[src/rtl/perceptron_train_sequencer.sv]
// perceptron_train_sequencer
// Sequences perceptron training: walks NUM samples per epoch for a latched
// number of epochs, requests a forward pass per sample, forms the error
// (expected - prediction) and requests a weight update only when it is nonzero.
// Optional feature macro: PERCEPTRON_EARLY_STOP_EN -- finish as soon as an
// epoch completes with zero errors.
module perceptron_train_sequencer #(
   parameter int NUM     = 4,
   parameter int EPOCH_W = 16,
   parameter int SFP_W   = 32,
   localparam int IDX_W  = $clog2(NUM)
) (
   input  logic               clk,
   input  logic               rst_n,
   input  logic               start,
   input  logic [EPOCH_W-1:0] epochs,
   output logic [IDX_W-1:0]   sample_idx,
   output logic               fwd_valid,
   input  logic               fwd_ready,
   input  logic               pred_valid,
   input  logic [SFP_W-1:0]   prediction,
   input  logic [SFP_W-1:0]   expected,
   output logic               upd_valid,
   input  logic               upd_ready,
   output logic [SFP_W-1:0]   error,
   output logic               busy,
   output logic               done,
   output logic               converged,
   output logic [EPOCH_W-1:0] epoch_count,
   output logic [IDX_W:0]     err_count
);

   typedef enum logic [2:0] {
      IDLE,
      ISSUE,
      WAIT_PRED,
      UPDATE,
      NEXT,
      DONE
   } state_t;

   localparam logic [IDX_W-1:0]   LAST_IDX  = IDX_W'(NUM - 1);
   localparam logic [IDX_W-1:0]   IDX_ONE   = IDX_W'(1);
   localparam logic [EPOCH_W-1:0] EPOCH_ONE = EPOCH_W'(1);
   localparam logic [IDX_W:0]     ERR_ONE   = (IDX_W + 1)'(1);

   state_t             state;
   logic [EPOCH_W-1:0] epochs_q;
   logic [SFP_W-1:0]   diff;
   logic               epoch_last;

   // Error of the current sample; plain two's-complement wrap.
   always_comb begin
      diff = expected - prediction;
   end

   // Decide whether the epoch now ending is the final one.
   always_comb begin
      epoch_last = ((epoch_count + EPOCH_ONE) == epochs_q);
`ifdef PERCEPTRON_EARLY_STOP_EN
      epoch_last = epoch_last || (err_count == '0);
`endif
   end

   // Training FSM with all outputs registered.
   always_ff @(posedge clk or negedge rst_n) begin
      if (!rst_n) begin
         state       <= IDLE;
         epochs_q    <= '0;
         sample_idx  <= '0;
         fwd_valid   <= 1'b0;
         upd_valid   <= 1'b0;
         error       <= '0;
         busy        <= 1'b0;
         done        <= 1'b0;
         converged   <= 1'b0;
         epoch_count <= '0;
         err_count   <= '0;
      end else begin
         case (state)
            IDLE, DONE: begin
               if (start) begin
                  epochs_q    <= epochs;
                  epoch_count <= '0;
                  err_count   <= '0;
                  converged   <= 1'b0;
                  sample_idx  <= '0;
                  if (epochs == '0) begin
                     state <= DONE;
                     done  <= 1'b1;
                     busy  <= 1'b0;
                  end else begin
                     state     <= ISSUE;
                     fwd_valid <= 1'b1;
                     busy      <= 1'b1;
                     done      <= 1'b0;
                  end
               end
            end
            ISSUE: begin
               if (fwd_ready) begin
                  fwd_valid <= 1'b0;
                  state     <= WAIT_PRED;
               end
            end
            WAIT_PRED: begin
               if (pred_valid) begin
                  error <= diff;
                  if (diff != '0) begin
                     err_count <= err_count + ERR_ONE;
                     upd_valid <= 1'b1;
                     state     <= UPDATE;
                  end else begin
                     state <= NEXT;
                  end
               end
            end
            UPDATE: begin
               if (upd_ready) begin
                  upd_valid <= 1'b0;
                  state     <= NEXT;
               end
            end
            NEXT: begin
               if (sample_idx != LAST_IDX) begin
                  sample_idx <= sample_idx + IDX_ONE;
                  fwd_valid  <= 1'b1;
                  state      <= ISSUE;
               end else begin
                  epoch_count <= epoch_count + EPOCH_ONE;
                  converged   <= (err_count == '0);
                  err_count   <= '0;
                  sample_idx  <= '0;
                  if (epoch_last) begin
                     state <= DONE;
                     done  <= 1'b1;
                     busy  <= 1'b0;
                  end else begin
                     fwd_valid <= 1'b1;
                     state     <= ISSUE;
                  end
               end
            end
            default: state <= IDLE;
         endcase
      end
   end

endmodule

[config.mk]
export PLATFORM = sky130hd
export DESIGN_NAME = perceptron_train_sequencer
export DESIGN_NICKNAME = d
export VERILOG_FILES = /design/src/rtl/perceptron_train_sequencer.sv
export SDC_FILE = /design/constraint.sdc
export NUM_CORES = 1
export LEC_CHECK = 0
export CAP_MARGIN = 0
export CORE_UTILIZATION = 30
export CTS_BUF_LIST = sky130_fd_sc_hd__clkbuf_16
export DETAILED_ROUTE_END_ITERATION = 8
export MAX_ROUTING_LAYER = met4
export PLACE_DENSITY = 0.55
export SLEW_MARGIN = 15
export SYNTH_ARGS = -nofsm -noshare
export SYNTH_HDL_FRONTEND = slang
export SYNTH_SLANG_ARGS = --single-unit
[constraint.sdc]
create_clock -name clk -period 3.21 [get_ports clk]
set_input_delay 0.8025 -clock clk [delete_from_list [all_inputs] [get_ports clk]]
set_output_delay 0.8025 -clock clk [all_outputs]
set_load 0.05 [all_outputs]
==> metrics.yaml <==
status:
  outcome: "finished with violations"
  violations: "setup timing"
synth:
  synthesis.area_um2: 5970
  ys.flop_type: "dfrtp_1"
  yosysTopAreaCell: "dfrtp_1"
  yosys_warnings: 0
  synth_edf_count: 0
  synth_cells: 735
  synthesis.nets: 857
  yosysSeqAreaShare: 0.323
  yosysUniqueCellTypes: 68
  postSynthRegisterBits: 77
  synth.area.top_cells: "dfrtp_1 (32%), nand2_1 (7.9%), ha_1 (7.3%), o21ai_0 (5.0%), xnor2_1 (4.0%)"
  synth_area_per_cell_um2: 8.12
  synthArstFlopShare: 1.00
  synth_top_area_share: 0.323
route:
  ant_nets: 0
  drc_errors: 0
  drt-vias-per-instance: 4.89
  drtPass1Iterations: 6
  drt_wl_total_um: 20200
  wl_per_cell_um: 15.2
  drt_iter0_drc: 263
  num_vias: 6485
worst_setup_path:
  critPathMaxStageDelay_ns: 0.57
  worstPathArrival_ns: 3.93
  critPathTopFamily: "simple AND/OR/NAND/NOR gates"
  slowest_stage: "or4_4"
  crit_top_cell: "buf_6"
  worstPathMaxFanout: 5
  crit_chain: "dlygate4sd2_1 > ha_4 > and3_4 > nand3_4 > buf_6 > o21ba_4 > o21a_4 > or3_4 > a2111oi_4 > nand4_1 > or4_4 > buf_6 > or3b_4 > o211ai_1"
  critical_path.endpoint_type: "flip-flop"
  critPathBufInv: 3
  worst_ep_required_time_ns: 3.42
  crit_type: "in -> reg"
  startpoint_type: "input port"
timing:
  worst_clock_skew_ns: 0.00878
  hold_viol: 0
  slew_violations: 0
  rsz0062_at_grt: "true"
  period_share: 1.16
  maxSlewHeadroom: 0.336
  worst_hold_slack_ns: 0.479
  tightest_slew_ns: 0.995
  finalSetupViolCount: 7
  timing.fmax_mhz: 269
  finalCriticalPeriod_ns: 3.72
  setup_ws_ns: -0.510
  tns_ns: -3.06
global_routing:
  met2_usage: 0.349
  globalRouteMet3Util: 0.0258
  grt-busiest-layer: "met2"
  grt_pass1_wl_um: 32500
  grtUsageTotal: 0.208
  antenna_found_initial: 0
  grt_remaining_overflow: 0
  grtUsageMet1: 0.264
  grt_max_degree: 78
  grt_pass1_vias: 6457
finish:
  fin_nets: 1179
  drive_gt1_frac: 0.362
  final_util: 0.524
  syn_to_final_growth_pct: 70.8
  antenna_cells: 0
clock_network:
  htreeDepth: 3
  clkLatencyLatePin_ns: 0.34
  cts_buffers: 9
  cts_tree: "built"
  cts-root-buf: "clkbuf_16"
  clockBufferDepth: 2
  cts_num_sinks: 77
  clkTransAtPathRegs_ns: 0.06
worst_hold_path:
  hold_path.class: "reg -> reg"
pwr:
  vdd_drop_max_uv: 313
  finalPower_uw: 6150
  powerDensity_nw_per_um2: 604
  total_leakage_power_uw: 0.00455
floorplanning:
  ioPinCount: 144
  dieHeight_um: 143
  core_um2: 19500
  initial_utilization: 0.307
  fp.dieW_um: 143
  placementRows: 51
  dieArea_um2: 20500
placed_design:
  port_buffers: 143
  place_congestion: 0.886
  dpl.hpwl_um: 15400
run:
  maxCapViolations: 0
[synth_stat cells, types with 17 or more instances]
cell type / number
ha_1: 35
nor2_1: 43
o21a_1: 17
dfrtp_1: 77
nand2_1: 126
clkbuf_1: 26
xor2_1: 17
a21oi_1: 28
nand3_1: 30
inv_1: 45
xnor2_1: 27
o21ai_0: 60
[final timing paths]
kind,to,depth (start not counted),slack (ns),start
worst min-delay path,error[28],2,0.48,error[28]
worst max register to register,state[2],10,0.43,epoch_count[3]
worst min register to register,error[28],2,0.48,error[28]
max in group asynchronous,epoch_count[12],1,1.93,rst_n
worst max-delay path,err_count[2],14,-0.51,expected[8]
min in group asynchronous,err_count[0],1,0.62,rst_n
[area by class of cell]
class / count / area (um2)
fillers: 1860 / 9270
multi-input cells: 582 / 4490
repair buffers: 342 / 2900
flip-flops and latches: 77 / 1930
well taps: 265 / 332
clock buffers: 9 / 225
inverters: 45 / 186
clock inverters: 6 / 136
[report_power, final]
part	switching, uW	internal, uW
clock network	400	835
registers	291	1310
logic	1920	1400
total	2610	3540
[cells in the final DEF, fill, tap and decap left out, drive strengths merged, types with 8 or more instances in the layout]
master and n:
buf 207, nand2 126, clkdlybuf4s50 95, dfrtp 77, o21ai 60, inv 45, nor2 43, ha 35
nand3 30, a21oi 30, xnor2 27, dlygate4sd2 24, clkbuf 19, xor2 17, o21a 17, nand4 16
o31ai 16, a21o 11, mux2 10, nor3 9, nand2b 9, nor4 9, and3 8, nor2b 8
and2 8
[per-stage QoR]
stage                     worst slack, ns  std cells  instance area (um2)
after global placement              -1.47       1267                 8860
after floorplan                    -0.707        735                 6080
after detailed placement            -1.42       1267                 8860
after global routing               -0.614       1326                10200
final                              -0.510       1326                10200
after CTS                          -0.657       1312                 9900
[routing by layer]
metal,part of all wire,wire [um]
met1,0.46,9260
met2,0.49,9950
met3,0.037,742
met4,0.013,269
met5,0,0
[worst min-delay path: cells and delay by family, from the launching register on]
family | cells | cell delay, ns
simple gates | 1 | 0.04
flops | 1 | 0.34
compound gates | 1 | 0.06
[state kept, by name, summed over array words and instances, names as in the netlist]
name / cells
fwd_valid: 1
err_count: 3
epoch_count: 16
busy: 1
done: 1
sample_idx: 2
state: 3
epochs_q: 16
upd_valid: 1
error: 32
converged: 1
[what timing repair did]
item / 4_1_cts / 5_1_grt
gates resized for setup: 176 / 71
hold buffers: 0 / 0
pin swaps: 71 / 54
setup endpoints to repair: 8 / 7
buffers inserted: 30 / 15
[kinds of logic (layout without fill, tap and decap cells)]
logic type | Yosys count | after routing | synth area share
and+or+nand+nor | 295 | 295 | 0.237
muxes | 12 | 12 | 0.0222
AOI/OAI and AO/OA | 195 | 195 | 0.227
adders and majority gates | 36 | 36 | 0.0767
DFF | 77 | 77 | 0.323
xor gates and xnor gates | 44 | 44 | 0.0646
buffers and inverters | 76 | 402 | 0.0499
(Power assumes the default switching activity.)
